$ cat config.mk
export PLATFORM = sky130hd
export DESIGN_NAME = stream_mux_rr
export DESIGN_NICKNAME = d
export VERILOG_FILES = /design/src/rtl/mips_pkg.sv /design/src/rtl/stream_mux_rr_arbiter.sv /design/src/rtl/stream_mux_rr.sv
export SDC_FILE = /design/constraint.sdc
export NUM_CORES = 1
export LEC_CHECK = 0
export CAP_MARGIN = 10
export CORE_UTILIZATION = 31
export CTS_BUF_LIST = sky130_fd_sc_hd__clkbuf_8
export CTS_CLUSTER_DIAMETER = 200
export DETAILED_ROUTE_END_ITERATION = 16
export PLACE_DENSITY = 0.8
export SYNTH_ARGS = -nofsm -noshare
export SYNTH_HDL_FRONTEND = slang
export SYNTH_SLANG_ARGS = --single-unit
$ cat constraint.sdc
create_clock -name clk -period 2.8 [get_ports clk]
set_input_delay 0.56 -clock clk [delete_from_list [all_inputs] [get_ports clk]]
set_output_delay 0.56 -clock clk [all_outputs]
set_load 0.01 [all_outputs]
$ cat src/rtl/mips_pkg.sv
// Shared definitions for the stream multiplexer: selection-mode encodings
// and a helper that locates one channel inside a flattened data bus.
package mips_pkg;

    localparam logic MODE_FIXED = 1'b0;
    localparam logic MODE_RR    = 1'b1;

    // Low bit position of channel idx in a flattened bus of width-bit channels.
    function automatic int chan_lo(input int idx, input int width);
        return idx * width;
    endfunction

endpackage

$ cat src/rtl/stream_mux_rr_arbiter.sv
// Rotating-priority request search: the first requesting channel found when
// scanning ptr, ptr+1, ... (wrapping modulo N) wins. Purely combinational.
module rr_arbiter #(
    parameter int N = 4,
    localparam int SEL_W = $clog2(N)
) (
    input  logic [N-1:0]     req,
    input  logic [SEL_W-1:0] ptr,
    output logic             gnt_valid,
    output logic [SEL_W-1:0] gnt_idx
);

    int cand_s;

    // Scan all channels starting at ptr and keep the first one that requests.
    always_comb begin
        gnt_valid = 1'b0;
        gnt_idx   = {SEL_W{1'b0}};
        cand_s    = 0;
        for (int k = 0; k < N; k++) begin
            cand_s = int'(ptr) + k;
            if (cand_s >= N) begin
                cand_s = cand_s - N;
            end else begin
                cand_s = cand_s;
            end
            if (!gnt_valid && req[cand_s]) begin
                gnt_valid = 1'b1;
                gnt_idx   = SEL_W'(cand_s);
            end else begin
            end
        end
    end

endmodule

$ cat src/rtl/stream_mux_rr.sv
// N-channel valid/ready stream multiplexer with a single registered output
// stage. Channel choice is either the sel input (fixed mode) or a rotating
// round-robin among valid inputs. in_ready is combinational; the output
// register never sees out_ready on its data path.
module stream_mux_rr
    import mips_pkg::*;
#(
    parameter int WIDTH = 32,
    parameter int N = 4,
    localparam int SEL_W = $clog2(N)
) (
    input  logic               clk,
    input  logic               rst,
    input  logic               mode,
    input  logic [SEL_W-1:0]   sel,
    input  logic [N*WIDTH-1:0] in_data,
    input  logic [N-1:0]       in_valid,
    output logic [N-1:0]       in_ready,
    output logic [WIDTH-1:0]   out_data,
    output logic [SEL_W-1:0]   out_chan,
    output logic               out_valid,
    input  logic               out_ready
);

    localparam logic [SEL_W-1:0] LAST_CHAN = SEL_W'(N - 1);
    localparam logic [SEL_W-1:0] ONE_CHAN  = SEL_W'(1);

    logic             load_en_s;
    logic             arb_valid_s;
    logic [SEL_W-1:0] arb_idx_s;
    logic             grant_valid_s;
    logic [SEL_W-1:0] grant_s;
    logic [N-1:0]     in_ready_s;
    logic             xfer_s;
    logic [WIDTH-1:0] sel_data_s;

    logic [WIDTH-1:0] out_data_r;
    logic [SEL_W-1:0] out_chan_r;
    logic             out_valid_r;
    logic [SEL_W-1:0] rr_ptr_r;

    rr_arbiter #(.N(N)) u_arb (
        .req       (in_valid),
        .ptr       (rr_ptr_r),
        .gnt_valid (arb_valid_s),
        .gnt_idx   (arb_idx_s)
    );

    // Output register may accept a beat when empty or drained this cycle.
    assign load_en_s = !out_valid_r || out_ready;

    // Pick the granted channel: arbiter result in RR mode, sel in fixed mode
    // (an out-of-range sel, possible when N is not a power of two, grants nothing).
    always_comb begin
        grant_valid_s = 1'b0;
        grant_s       = {SEL_W{1'b0}};
        if (mode == MODE_RR) begin
            grant_valid_s = arb_valid_s;
            grant_s       = arb_idx_s;
        end else begin
            grant_valid_s = (int'(sel) < N);
            grant_s       = sel;
        end
    end

    // One-hot ready toward the granted channel and the data of that channel.
    always_comb begin
        in_ready_s = {N{1'b0}};
        sel_data_s = {WIDTH{1'b0}};
        for (int i = 0; i < N; i++) begin
            if (load_en_s && grant_valid_s && (grant_s == SEL_W'(i)) && !rst) begin
                in_ready_s[i] = 1'b1;
            end else begin
                in_ready_s[i] = 1'b0;
            end
            if (grant_s == SEL_W'(i)) begin
                sel_data_s = in_data[chan_lo(i, WIDTH) +: WIDTH];
            end else begin
            end
        end
    end

    assign xfer_s   = |(in_ready_s & in_valid);
    assign in_ready = in_ready_s;

    // Output register and round-robin pointer: load on transfer, clear on drain.
    always_ff @(posedge clk) begin
        if (rst) begin
            out_data_r  <= {WIDTH{1'b0}};
            out_chan_r  <= {SEL_W{1'b0}};
            out_valid_r <= 1'b0;
            rr_ptr_r    <= {SEL_W{1'b0}};
        end else if (xfer_s) begin
            out_data_r  <= sel_data_s;
            out_chan_r  <= grant_s;
            out_valid_r <= 1'b1;
            if (mode == MODE_RR) begin
                rr_ptr_r <= (grant_s == LAST_CHAN) ? {SEL_W{1'b0}} : grant_s + ONE_CHAN;
            end else begin
                rr_ptr_r <= rr_ptr_r;
            end
        end else if (out_valid_r && out_ready) begin
            out_valid_r <= 1'b0;
        end else begin
            out_valid_r <= out_valid_r;
        end
    end

    assign out_data  = out_data_r;
    assign out_chan  = out_chan_r;
    assign out_valid = out_valid_r;

endmodule

# Word level (Yosys, flattened, before mapping)
# Cells that the tools add are included.
# totals
ff_bits	37
latch_bits	0
mem_bits_rw	0
rom_bits	0
input_bits	138
output_inout_bits	39
elab_cells	84
memories	0
# classes
n_addsub	8
n_mul	0
div	0
order_cmp	8
eq_ne	3
shift	0
n_mux	37
n_bitwise	1
reduce_logical	23
# ops
op	count
two-way mux 32 bit	8
< comparator 32 x 4 -> 1 bit, second input constant	4
greater-or-equal comparator 32 x 4 -> 1 bit, second input constant	3
subtractor 32 x 4 -> 32 bit, second input constant	3
two-way mux 1 bit	19
logical AND 1 bit	13
two-way mux 2 bit	6
binary-select mux 1 bit (select 2 bit)	4
adder 2 x 2 -> 3 bit, second input constant	2
zero test 1 bit	5
AND 4 bit	1
== test 2 bit, second input constant	2
OR reduction 4 bit	1
subtractor 2 x 3 -> 4 bit, second input constant	1
adder 2 x 1 -> 3 bit, second input constant	1
greater-or-equal comparator 2 x 3 -> 1 bit, second input constant	1
adder 2 x 1 -> 2 bit, second input constant	1
== test 2 x 1 -> 1 bit, second input constant	1
zero test 2 bit	1
AND reduction 2 bit	1
nonzero test 2 bit	1
logical OR 1 bit	1

# Longest topological paths before layout
# depth
depth_word	23
depth_mapped	13
ltp_nobuf	9

# Cells and area by module
# Synthesis repeated with hierarchy kept, for this count alone.
# hier_totals
cells_unflattened	377
area_unflattened_um2	2484.9
# modules_own_cells
mod	instances	cells_each	area_per_inst_um2	seq_area_each_um2
stream_mux_rr	1	362	2407.3	740.7
rr_arbiter	1	15	77.6	0.0

# Worst setup path after synthesis
# Ideal clock, no wire load.
# synth_path
path_kind	input to register
start	input port in_valid[0]
end	register out_data_r[19] (netlist: out_data[19])
setup_ns	0.070
t_arrival_ns	2.850
required_time_ns	2.730
path_slack_ns	-0.120
cell_stages	11
n_path_buf	2
cell_sequence	or3_1 -> a31oi_1 -> a2bb2oi_1 -> inv_1 -> ha_1 -> buf_4 -> nor2b_1 -> clkbuf_1 -> a221oi_1 -> or3_1 -> a21oi_1
# synth_via
elab_chain_len	20
elab_cells_between_ends	51
cone_classes	eq/ne (3); mux (30); bitwise (1); reduce/logical (17)
# synth_rtl
element	line_no	source
from (decl)	stream_mux_rr.sv:17	input logic [N-1:0] in_valid,
binary-select mux 1 bit (select 2 bit)	stream_mux_rr_arbiter.sv:27	if (!gnt_valid && req[cand_s]) begin
two-way mux 1 bit (implied by the code) (2 in a row)	stream_mux_rr_arbiter.sv:27	
two-way mux 1 bit	stream_mux_rr_arbiter.sv:27	
zero test 1 bit	stream_mux_rr_arbiter.sv:27	
logical AND 1 bit	stream_mux_rr_arbiter.sv:27	
two-way mux 1 bit	stream_mux_rr_arbiter.sv:27	
zero test 1 bit	stream_mux_rr_arbiter.sv:27	
logical AND 1 bit	stream_mux_rr_arbiter.sv:27	
[3 not listed]	-	
two-way mux 2 bit *	stream_mux_rr_arbiter.sv:27	
two-way mux 2 bit *	stream_mux_rr.sv:57	if (mode == MODE_RR) begin
named net grant_s[0]	stream_mux_rr.sv:32	logic [SEL_W-1:0] grant_s;
== test 2 x 1 -> 1 bit, or another cell as far along	stream_mux_rr.sv:71, stream_mux_rr.sv:76	
logical AND 1 bit (2 in a row)	stream_mux_rr.sv:71	if (load_en_s && grant_valid_s && (grant_s == SEL_W'(i)) && !rst) begin
two-way mux 1 bit	stream_mux_rr.sv:71	
AND 4 bit	stream_mux_rr.sv:83	assign xfer_s = |(in_ready_s & in_valid);
OR reduction 4 bit	stream_mux_rr.sv:83	
to (signal assigned)	stream_mux_rr.sv:89	out_data_r <= {WIDTH{1'b0}};
to (signal assigned)	stream_mux_rr.sv:94	out_data_r <= sel_data_s;
to (decl)	stream_mux_rr.sv:37	logic [WIDTH-1:0] out_data_r;
# The timed path passes the listed nets; every way through them passes the cells marked *. The select of a mux whose other input is x is not followed.
# A chain may end at the register's enable or synchronous reset.

# Worst setup path after layout
# layout_path
start	input port in_valid[3]
end	output port in_ready[1]
# layout_via
elab_chain_len	18
elab_cells_between_ends	33
cone_classes	eq/ne (1); mux (23); reduce/logical (9)
# layout_rtl
element	line_no	source
binary-select mux 1 bit (select 2 bit)	stream_mux_rr_arbiter.sv:27	
two-way mux 1 bit (implied by the code) (2 in a row)	stream_mux_rr_arbiter.sv:27	
two-way mux 1 bit	stream_mux_rr_arbiter.sv:27	
zero test 1 bit	stream_mux_rr_arbiter.sv:27	
logical AND 1 bit	stream_mux_rr_arbiter.sv:27	
two-way mux 1 bit	stream_mux_rr_arbiter.sv:27	
zero test 1 bit	stream_mux_rr_arbiter.sv:27	
logical AND 1 bit	stream_mux_rr_arbiter.sv:27	
two-way mux 1 bit	stream_mux_rr_arbiter.sv:27	
zero test 1 bit	stream_mux_rr_arbiter.sv:27	
logical AND 1 bit	stream_mux_rr_arbiter.sv:27	
two-way mux 2 bit *	stream_mux_rr_arbiter.sv:27	
two-way mux 2 bit *	stream_mux_rr.sv:57	
named net grant_s[0]	stream_mux_rr.sv:32	
== test 2 x 1 -> 1 bit *	stream_mux_rr.sv:71	
logical AND 1 bit * (2 in a row)	stream_mux_rr.sv:71	
two-way mux 1 bit *	stream_mux_rr.sv:71	
to (decl)	stream_mux_rr.sv:18	output logic [N-1:0] in_ready,
# Marks and branches as above.

==> results.json <==
{
  "setup_viol": 1,
  "synth.cell_area_um2": 2190,
  "worstMarginPinSlew_ns": 0.458,
  "yosysUniqueCellTypes": 35,
  "r2r-end": "out_data[13]",
  "regToRegSetupSlack_ns": 0.04,
  "routedWlPerCell_um": 17.3,
  "setup_slack_ns": -0.000468,
  "min_to": "out_data[21]",
  "drive_above_1_share": 0.197,
  "root_buffer": "clkbuf_8",
  "first_pass_iters": 4,
  "hold_ws_ns": 0.453,
  "syn_to_final_growth_pct": 114,
  "cap_violations": 0,
  "pwr-share-clk": 0.207,
  "reg2reg_depth": 13,
  "fmax_mhz": 357,
  "pwr-share-comb": 0.476,
  "p_int_mw": 1.30,
  "failed_checks": "negative setup slack",
  "worstPathArrival_ns": 2.24,
  "ir_worst_vdd_mv": 0.227,
  "final_nets": 624,
  "antenna_found_initial": 0,
  "synth_cells": 279,
  "io_buffers": 176,
  "outcome": "complete, but fails checks",
  "drc_errors": 0,
  "path_clk_slew_ns": 0.07,
  "p_sw_frac": 0.311,
  "grt.overflow.total": 0,
  "cp-end-kind": "primary output",
  "reg2reg_from": "rr_ptr_r[1]",
  "cp.required_ns": 2.24,
  "ys_seq_elements": 37,
  "gp_congestion": 0.880,
  "switchingPower_mw": 0.587,
  "die_y_um": 86.0,
  "p_seq_frac": 0.317,
  "synth_nets": 421,
  "max_slew_margin": 0.694,
  "worstSkewPairLatency_ns": 0.29,
  "cts_num_sinks": 37,
  "min_from": "out_data[21]",
  "critical_path.max_fanout": 5,
  "insertedDiodeCount": 0,
  "hpwlAfterDp_mm": 6.80,
  "final_common_cell": "clkdlybuf4s50_1",
  "hold_viol": 0,
  "yosysSeqAreaShare": 0.338,
  "fin_crit_sh": 1.00,
  "start_kind": "input pin",
  "core_area_um2": 6790,
  "wirelength_mm": 10.0,
  "drv_slew": 0,
  "rsz0062_at_grt": "yes",
  "path_class": "input pin to primary output",
  "grt_max_degree": 34,
  "p_leak_nw": 1.69,
  "grt.total_usage": 0.243,
  "whs_path_depth": 2,
  "power_density_nw_per_um2": 402,
  "yosysWarnings": 0,
  "final_cell_mix": "clkdlybuf4s50_1 (166), buf_4 (36), dfxtp_1 (36)",
  "grt_pass1_vias": 3080,
  "vias_per_cell": 5.49,
  "cts_made_buffers": 5,
  "period_minus_slack_ns": 2.80,
  "finClkSkew_ns": 0.00210,
  "cts_tree": "done",
  "grt_pass1_wl_mm": 14.3,
  "fp-row-count": 30,
  "htree_levels": 2,
  "start_util": 0.322,
  "dieWidth_um": 86.0,
  "hold_class": "flip-flop to flip-flop",
  "fp.dieArea_um2": 7400,
  "setup_tns_ns": -0.000468,
  "synth_area_per_cell_um2": 7.84,
  "ant_nets": 0,
  "drtIter0Drc": 121,
  "ctsLongestPathBuffers": 2,
  "ios": 177,
  "vias": 3171
}
==> power groups by stage <==
stage | sequential [mW] | clock, mW | combinational, mW
6_report | 0.598 | 0.390 | 0.897
5_1_grt | 0.604 | 0.421 | 0.952
4_1_cts | 0.597 | 0.395 | 0.819
3_5_place_dp | 0.609 | 0 | 0.762
3_3_place_gp | 0.607 | 0 | 0.744
2_1_floorplan | 0.629 | 0 | 0.309
==> layer usage <==
layer | vias up | track usage | routed length, um
li1 | 1484 | - | -
met1 | 1527 | 0.269 | 3810
met2 | 147 | 0.463 | 5340
met3 | 13 | 0.0529 | 731
met4 | 0 | 0.0652 | 114
met5 | - | 0 | 0
==> state kept, by name, summed over array words and instances, names as in the netlist <==
name and flops:
out_valid 1, out_data 32, rr_ptr_r 2, out_chan 2
==> critical path, stage by stage <==
cell	delay, ns
buf_4	0.13
or3_4	0.41
a31oi_4	0.19
a2bb2oi_4	0.21
buf_4	0.15
inv_2	0.05
ha_4	0.17
and2_1	0.14
clkdlybuf4s15_2	0.23
==> worst max path at each step <==
stage,slack [ns],endpoint,cells past startpoint,start
floorplan,0.02,out_data[0],13,in_valid[0]
global placement,-0.56,out_data[13],12,in_valid[0]
detailed placement,-0.72,out_data[13],12,in_valid[0]
CTS,0.02,in_ready[1],9,in_valid[2]
global route,-0.06,out_data[30],13,in_valid[3]
finish,-0.0005,in_ready[1],9,in_valid[3]
==> cell type report <==
| cell class | instances | area, um^2 |
|---|---|---|
| clock inverters | 1 | 7.51 |
| repair buffers | 225 | 2240 |
| inverters | 5 | 18.8 |
| fillers | 557 | 2100 |
| flip-flops and latches | 37 | 742 |
| well taps | 96 | 120 |
| multi-input cells | 208 | 1480 |
| clock buffers | 6 | 82.6 |
==> what timing repair did <==
action / 4_1_cts / 5_1_grt
hold endpoints to repair: 0 / 0
setup endpoints to repair: 41 / 37
buffers inserted: 6 / 6
gates resized for setup: 42 / 31
gates cloned: 2 / 3
hold buffers: 0 / 0
pin swaps: 8 / 10
==> logic make-up (layout without fill, tap and decap cells) <==
kind of cell               count (synthesis)  count (layout)  synth area share
AOI/OAI and AO/OA                        114             114             0.354
and+or+nand+nor                           89              89             0.210
DFF                                       37              37             0.338
buffers and inverters                     34             237            0.0703
adders and majority gates                  4               4            0.0229
muxes                                      1               1           0.00457
==> cell usage after synthesis <==
cell	count	area share
a221o_1	1	0.0046
and2_1	3	0.0086
clkinv_1	1	0.0017
mux2i_1	1	0.0046
inv_1	4	0.0069
a21oi_1	35	0.080
or2_2	1	0.0029
clkbuf_1	25	0.043
a211o_1	1	0.0040
nand3_1	1	0.0023
a221oi_1	31	0.12
nor4_1	2	0.0057
a22oi_2	1	0.0057
nor3_1	1	0.0023
ha_1	4	0.023
nor2b_1	5	0.014
nand2_1	35	0.060
buf_6	3	0.015
o211ai_1	1	0.0034
a31oi_1	1	0.0029
o22ai_1	31	0.089
nand2b_1	3	0.0086
nor2_1	4	0.0069
o21ai_0	3	0.0069
a211oi_1	3	0.010
o2111ai_1	2	0.0080
a22oi_1	1	0.0034
o221ai_1	1	0.0040
nand3b_1	1	0.0034
a2bb2oi_1	1	0.0040
buf_4	1	0.0034
or2b_1	1	0.0034
a311oi_1	1	0.0040
dfxtp_1	37	0.34
or3_1	32	0.091
==> stage by stage <==
stage	worst slack, ns	std cells	cell area, um^2	utilization	power [mW]
after global routing	-0.0555	578	4690	0.690	1.98
final	-0.000468	578	4690	0.690	1.88
after CTS	0.0168	571	4490	0.661	1.81
after floorplan	0.0158	279	2210	-	0.937
after detailed placement	-0.724	556	4240	0.624	1.37
after global placement	-0.557	556	4240	0.624	1.35
Power figures use the tool's default switching activity.
